**config.mk**
```make
export PLATFORM = sky130hd
export DESIGN_NAME = split_pipe
export DESIGN_NICKNAME = d
export VERILOG_FILES = /design/src/rtl/split_pipe_pkg.sv /design/src/rtl/split_pipe_track.sv /design/src/rtl/split_pipe.sv
export VERILOG_INCLUDE_DIRS = /design/src /design/src/rtl
export SDC_FILE = /design/constraint.sdc
export NUM_CORES = 1
export LEC_CHECK = 0
export ABC_AREA = 1
export CAP_MARGIN = 0
export CORE_AREA = 3 3 119 121
export DETAILED_ROUTE_END_ITERATION = 8
export DIE_AREA = 0 0 122 124
export HOLD_SLACK_MARGIN = 0.02
export SLEW_MARGIN = 20
export SYNTH_ARGS = -nofsm -noshare
export SYNTH_HDL_FRONTEND = slang
export SYNTH_HIERARCHICAL = 1
export SYNTH_SLANG_ARGS = --single-unit
```
**constraint.sdc**
```tcl
create_clock -name clk -period 2.2 [get_ports clk]
set_input_delay 0.22 -clock clk [delete_from_list [all_inputs] [get_ports clk]]
set_output_delay 0.22 -clock clk [all_outputs]
set_load 0.02 [all_outputs]
```
**src/rtl/interconnect.vh**
```
// Slot layout helpers shared by flattened multi-port interconnect buses.
// Slot k of a flat bus of W-bit fields occupies bits [k*W +: W].
`ifndef INTERCONNECT_VH
`define INTERCONNECT_VH

`define IC_STRB_W(dw)          ((dw)/8)
`define IC_SLOT(k, w)          ((k)*(w)) +: (w)

`define IC_VALID_SLOT(k)       (k)
`define IC_READY_SLOT(k)       (k)
`define IC_RVALID_SLOT(k)      (k)
`define IC_ADDR_SLOT(k, aw)    `IC_SLOT(k, aw)
`define IC_WDATA_SLOT(k, dw)   `IC_SLOT(k, dw)
`define IC_WSTRB_SLOT(k, dw)   `IC_SLOT(k, `IC_STRB_W(dw))
`define IC_RDATA_SLOT(k, dw)   `IC_SLOT(k, dw)

`endif

```
**src/rtl/split_pipe_pkg.sv**
```systemverilog
// Shared constants and response-source encoding for the split_pipe router.
package split_pipe_pkg;

   localparam logic [31:0] DECERR_WORD = 32'hDEADBEEF;

   typedef enum logic [1:0] {
      RSP_NONE,
      RSP_SLAVE,
      RSP_DECERR
   } rsp_src_e;

endpackage

```
**src/rtl/split_pipe_track.sv**
```systemverilog
// Outstanding-transaction tracker: counts accepted-but-unanswered requests and
// remembers which slave they all went to.
module split_pipe_track
   import split_pipe_pkg::*;
#(
   parameter int  MAX_PEND = 4,
   parameter int  SEL_W    = 1,
   localparam int CNT_W    = $clog2(MAX_PEND + 1)
) (
   input  logic             clk,
   input  logic             rst,
   input  logic             accept,
   input  logic             retire,
   input  logic [SEL_W-1:0] sel,
   output logic [CNT_W-1:0] pend_cnt,
   output logic [SEL_W-1:0] lock_sel,
   output logic             full
);

   assign full = (pend_cnt == CNT_W'(MAX_PEND));

   // Counter saturates at both ends; upstream stall logic keeps it there anyway.
   always_ff @(posedge clk or posedge rst) begin
      if (rst) begin
         pend_cnt <= '0;
         lock_sel <= '0;
      end else begin
         if (accept && pend_cnt == '0)
            lock_sel <= sel;
         if (accept && !retire && !full)
            pend_cnt <= pend_cnt + 1'b1;
         else if (retire && !accept && pend_cnt != '0)
            pend_cnt <= pend_cnt - 1'b1;
      end
   end

endmodule

```
**src/rtl/split_pipe.sv**
```systemverilog
// split_pipe: one master routed to N_SLAVES slaves; locked to one slave while any request is outstanding.
// Optional: define SPLIT_PIPE_DECERR_EN to answer out-of-range s_sel with a DEADBEEF decode-error beat.
`include "interconnect.vh"

module split_pipe
   import split_pipe_pkg::*;
#(
   parameter int  N_SLAVES = 2,
   parameter int  ADDR_W   = 32,
   parameter int  DATA_W   = 32,
   parameter int  MAX_PEND = 4,
   localparam int SEL_W    = $clog2(N_SLAVES),
   localparam int STRB_W   = `IC_STRB_W(DATA_W),
   localparam int CNT_W    = $clog2(MAX_PEND + 1)
) (
   input  logic                       clk,
   input  logic                       rst,
   input  logic                       m_valid,
   input  logic [ADDR_W-1:0]          m_addr,
   input  logic [DATA_W-1:0]          m_wdata,
   input  logic [STRB_W-1:0]          m_wstrb,
   input  logic [SEL_W-1:0]           s_sel,
   output logic                       m_ready,
   output logic                       m_rvalid,
   output logic [DATA_W-1:0]          m_rdata,
   output logic [N_SLAVES-1:0]        s_valid,
   output logic [N_SLAVES*ADDR_W-1:0] s_addr,
   output logic [N_SLAVES*DATA_W-1:0] s_wdata,
   output logic [N_SLAVES*STRB_W-1:0] s_wstrb,
   input  logic [N_SLAVES-1:0]        s_ready,
   input  logic [N_SLAVES-1:0]        s_rvalid,
   input  logic [N_SLAVES*DATA_W-1:0] s_rdata
);

   logic [CNT_W-1:0]  pend_cnt;
   logic [SEL_W-1:0]  lock_sel;
   logic              full, stall, accept, retire;
   logic              sel_ok, decerr_ok, err_rsp, slv_rsp;
   logic              rdy_sel, rvalid_lock;
   logic [DATA_W-1:0] rdata_lock;
   rsp_src_e          rsp_src;

   // Decoded muxes; an out-of-range select or lock simply matches no slot.
   always_comb begin
      sel_ok      = 1'b0;
      rdy_sel     = 1'b0;
      rvalid_lock = 1'b0;
      rdata_lock  = '0;
      for (int k = 0; k < N_SLAVES; k++) begin
         if (s_sel == SEL_W'(k)) begin
            sel_ok  = 1'b1;
            rdy_sel = s_ready[`IC_READY_SLOT(k)];
         end
         if (lock_sel == SEL_W'(k)) begin
            rvalid_lock = s_rvalid[`IC_RVALID_SLOT(k)];
            rdata_lock  = s_rdata[`IC_RDATA_SLOT(k, DATA_W)];
         end
      end
   end

   assign stall   = full | ((pend_cnt != '0) & (s_sel != lock_sel));
   assign m_ready = sel_ok ? (rdy_sel & ~stall) : decerr_ok;
   assign accept  = m_valid & m_ready;
   assign slv_rsp = rvalid_lock & (pend_cnt != '0);
   assign retire  = slv_rsp | err_rsp;

   for (genvar k = 0; k < N_SLAVES; k++) begin : g_slot
      assign s_valid[`IC_VALID_SLOT(k)]           = m_valid & ~stall & (s_sel == SEL_W'(k));
      assign s_addr[`IC_ADDR_SLOT(k, ADDR_W)]     = m_addr;
      assign s_wdata[`IC_WDATA_SLOT(k, DATA_W)]   = m_wdata;
      assign s_wstrb[`IC_WSTRB_SLOT(k, DATA_W)]   = (s_sel == SEL_W'(k)) ? m_wstrb : '0;
   end

`ifdef SPLIT_PIPE_DECERR_EN
   logic err_pend;

   // Decode errors are only taken on an idle pipe, so at most one is ever in flight.
   assign decerr_ok = ~sel_ok & (pend_cnt == '0);
   assign err_rsp   = err_pend;

   always_ff @(posedge clk or posedge rst) begin
      if (rst) err_pend <= 1'b0;
      else     err_pend <= accept & ~sel_ok;
   end
`else
   assign decerr_ok = 1'b0;
   assign err_rsp   = 1'b0;
`endif

   always_comb begin
      rsp_src = RSP_NONE;
      if (err_rsp)      rsp_src = RSP_DECERR;
      else if (slv_rsp) rsp_src = RSP_SLAVE;
   end

   assign m_rvalid = (rsp_src != RSP_NONE);
   assign m_rdata  = (rsp_src == RSP_DECERR) ? DATA_W'(DECERR_WORD) : rdata_lock;

   split_pipe_track #(
      .MAX_PEND (MAX_PEND),
      .SEL_W    (SEL_W)
   ) u_track (
      .clk      (clk),
      .rst      (rst),
      .accept   (accept),
      .retire   (retire),
      .sel      (s_sel),
      .pend_cnt (pend_cnt),
      .lock_sel (lock_sel),
      .full     (full)
   );

endmodule
```
==> flow_summary.ini <==
[status]
outcome = finished, final reports clean

[die]
boundaryPins = 312
die-height_um = 124
core_mm2 = 0.0132
die_w_um = 122
fp.dieArea_mm2 = 0.0151
floorplan.rows = 42
effective_utilization_at_floorplan_pct = 13.6

[synth]
synth_top_cell_by_area = buf_4
yosys.cell_count.top_type = buf_4
post_synth_xor_area_fraction_pct = 0
syn_area_mm2 = 0.00179
ys_async_sr_fraction_pct = 100
ys_seq_elements = 4
main_combinational_cell_family_by_area_after_synthesis = buffers and inverters
main_synth_ff_type = dfrtp_1
count_of_flip_flops_with_a_built_in_enable_after_synthesis = 0
synth_compound_area_share_pct = 0.279
synth.lib_cells_used.distinct = 15
post_synth_fa_ha_maj_area_fraction_pct = 1.12
synth_nets = 447
post_synth_inst_count = 306
synth.top_cell.area_share_pct = 54.0
simple_gate_fraction_of_synth_area_pct = 32.0
avg_synthesized_cell_area_um2 = 5.86
synth.cells.most_frequent = buf_4, nand2_1, inv_1
synth_warnings = 6
synth_sequential_area_ratio_pct = 5.58
synth_top_cells_by_area = buf_4, nand2_1, dfrtp_1, inv_1, buf_2
synth.area.mux_share_pct = 0.558

[clock_tree]
cts.root.buffer_cell = clkbuf_16
clkTransAtPathRegs_ps = 30
post_cts_hold_buffer_count = 0
clock_tree.htree_level_count = 1
clkSinkCount = 4
worst_case_clock_buffer_depth = 2
post_cts_resize_count = 0
numCtsBuffers = 3
cts_setup_buffers = 0
clock_tree_from_tritoncts = built
clk_latency_ps = 230

[power_and_ir_drop]
power.internal_mw = 1.14
power_mw = 2.20
vdd_drop_max_mv = 0.423
net_sw_share_pct = 48.4
combPwrFrac_pct = 79.0
power_per_cell_area_mw_per_mm2 = 941
power.sequential.fraction_pct = 8.0
power.share.clock_pct = 13.0
p_switching_mw = 1.07
leakagePower_nw = 1.14

[layout]
layout.nets = 442
antenna_cells = 0
design_area_mm2 = 0.00234
post_route_cells_drive_above_1_share_pct = 6.69
area_growth_syn_to_layout_pct = 30.5

[grt]
grt_start_max_net_pins = 33
number_of_global_route_vias_before_repair = 1419
grt_antenna_before_repair = 0
final_global_route_overflow_total = 0
grt_pass1_wl_um = 7400
track_usage_pct = 6.32

[drt]
viasPerCell = 3.23
detail_route.drc_violations = 0
initialDrtViolationCount = 38
drt_pre_antenna_iters = 4
detailroute.via_count = 1535
wl_per_cell_um = 11.3
postRouteWirelength_um = 5370
ant_nets = 0

[timing]
layout_min_cycle_time_ps = 2100
layout_worst_path_cycle_share_pct = 95.4
final-max-slew-violation-count = 0
worst_slew_margin_rel_pct = 75.8
rsz_0062_raised_after_global_routing = true
final-hold-violation-count = 0
report.final.setup_viol = 0
skew_ps = 2.41
worst_pin_slew_ps = 364
highest_clock_rate_mhz = 477

[critical_path]
worstPathArrival_ps = 1880
worst_setup_path_end_kind = output pin
kind_of_launch_point_of_the_worst_setup_path = flip-flop
timing.critical_path.fanout_max = 32
r2r_cells = 14
worst_path_dominant_cell_family = buffers and inverters
timing.critical_path.slowest_cell_delay_ps = 590
r2r_slack_ps = 270
worstSetupPathDepth = 4
crit_slowest_cell = clkdlybuf4s50_1
crit_chain = buf_4, nand2_1, nand2_1, clkdlybuf4s50_1
critPathMostFrequentCell = nand2_1
type_of_the_worst_setup_path = reg -> out
timing.critical_path.required_ps = 1980
worst-path-buf-inv = 2

[placement]
dpl_cell_area_mm2 = 0.00225
place_hpwl_um = 4350
input_output_buffers = 119
routabilityCongestion = 0.682

[flow_run]
cap_violations = 0

[min_path]
min_path_type = in -> async
cell type report:
| type | instances | area (um^2) |
|---|---|---|
| inverters | 21 | 81.3 |
| flip-flops and latches | 4 | 100 |
| multi-input cells | 145 | 612 |
| repair buffers | 126 | 1250 |
| clock buffers | 3 | 75.1 |
| fillers | 1499 | 10800 |
| well taps | 176 | 220 |
registers in the layout, indices dropped and copies added, names as in the netlist:
| name | flops |
|---|---|
| u_track/lock_sel | 1 |
| u_track/pend_cnt | 3 |
cells by family after synthesis:
family	count (synthesis)
flops	4
fa+ha+maj	1
buf+inv	157
compound gates	1
mux	1
simple gates	142
per-layer routing:
metal / vias up / global-route usage (%) / wire length, um
li1: 759 / - / -
met1: 572 / 5.86 / 1640
met2: 142 / 9.01 / 2150
met3: 62 / 3.41 / 1000
met4: 0 / 7.84 / 576
met5: - / 0 / 0
metrics by stage:
stage / TNS (ps) / cells / utilization, % / hold slack, ps / setup WS (ps)
after CTS: 0 / 475 / 17.7 / 213 / 1.19
after global placement: 0 / 472 / 17.1 / 440 / 28.9
after floorplan: 0 / 306 / - / -13.9 / 271
after global routing: -24.6 / 475 / 17.7 / 253 / -13.3
after detailed placement: -6.81 / 472 / 17.1 / 440 / -6.81
final: 0 / 475 / 17.7 / 195 / 102
power by group through the flow:
stage | clock, mW | sequential, mW | combinational (mW)
2_1_floorplan | 0 | 0.156 | 1.31
3_3_place_gp | 0 | 0.178 | 1.77
3_5_place_dp | 0 | 0.177 | 1.77
4_1_cts | 0.293 | 0.177 | 1.77
5_1_grt | 0.299 | 0.184 | 1.93
6_report | 0.287 | 0.176 | 1.74
worst paths after layout:
kind / startpoint / to
max: u_track/lock_sel / m_rdata[18]
min: rst / u_track/pend_cnt[2]
max reg2reg: u_track/lock_sel / u_track/pend_cnt[2]
min reg2reg: u_track/pend_cnt[2] / u_track/pend_cnt[2]
max in group asynchronous: rst / u_track/pend_cnt[1]
min in group clk: m_wdata[15] / s_wdata[47]
cell usage in the layout, fill, tap and decap left out, drive strengths merged:
cell type,netlist,routed
buf,136,7
clkbuf,0,3
clkdlybuf4s50,0,117
dfrtp,4,4
dlymetal6s2s,0,2
fa,1,1
inv,21,21
mux2i,1,1
nand2,123,123
nand3,7,7
nor2,12,12
o21ai,1,1
Note: power is estimated with default switching activity, not from simulation.
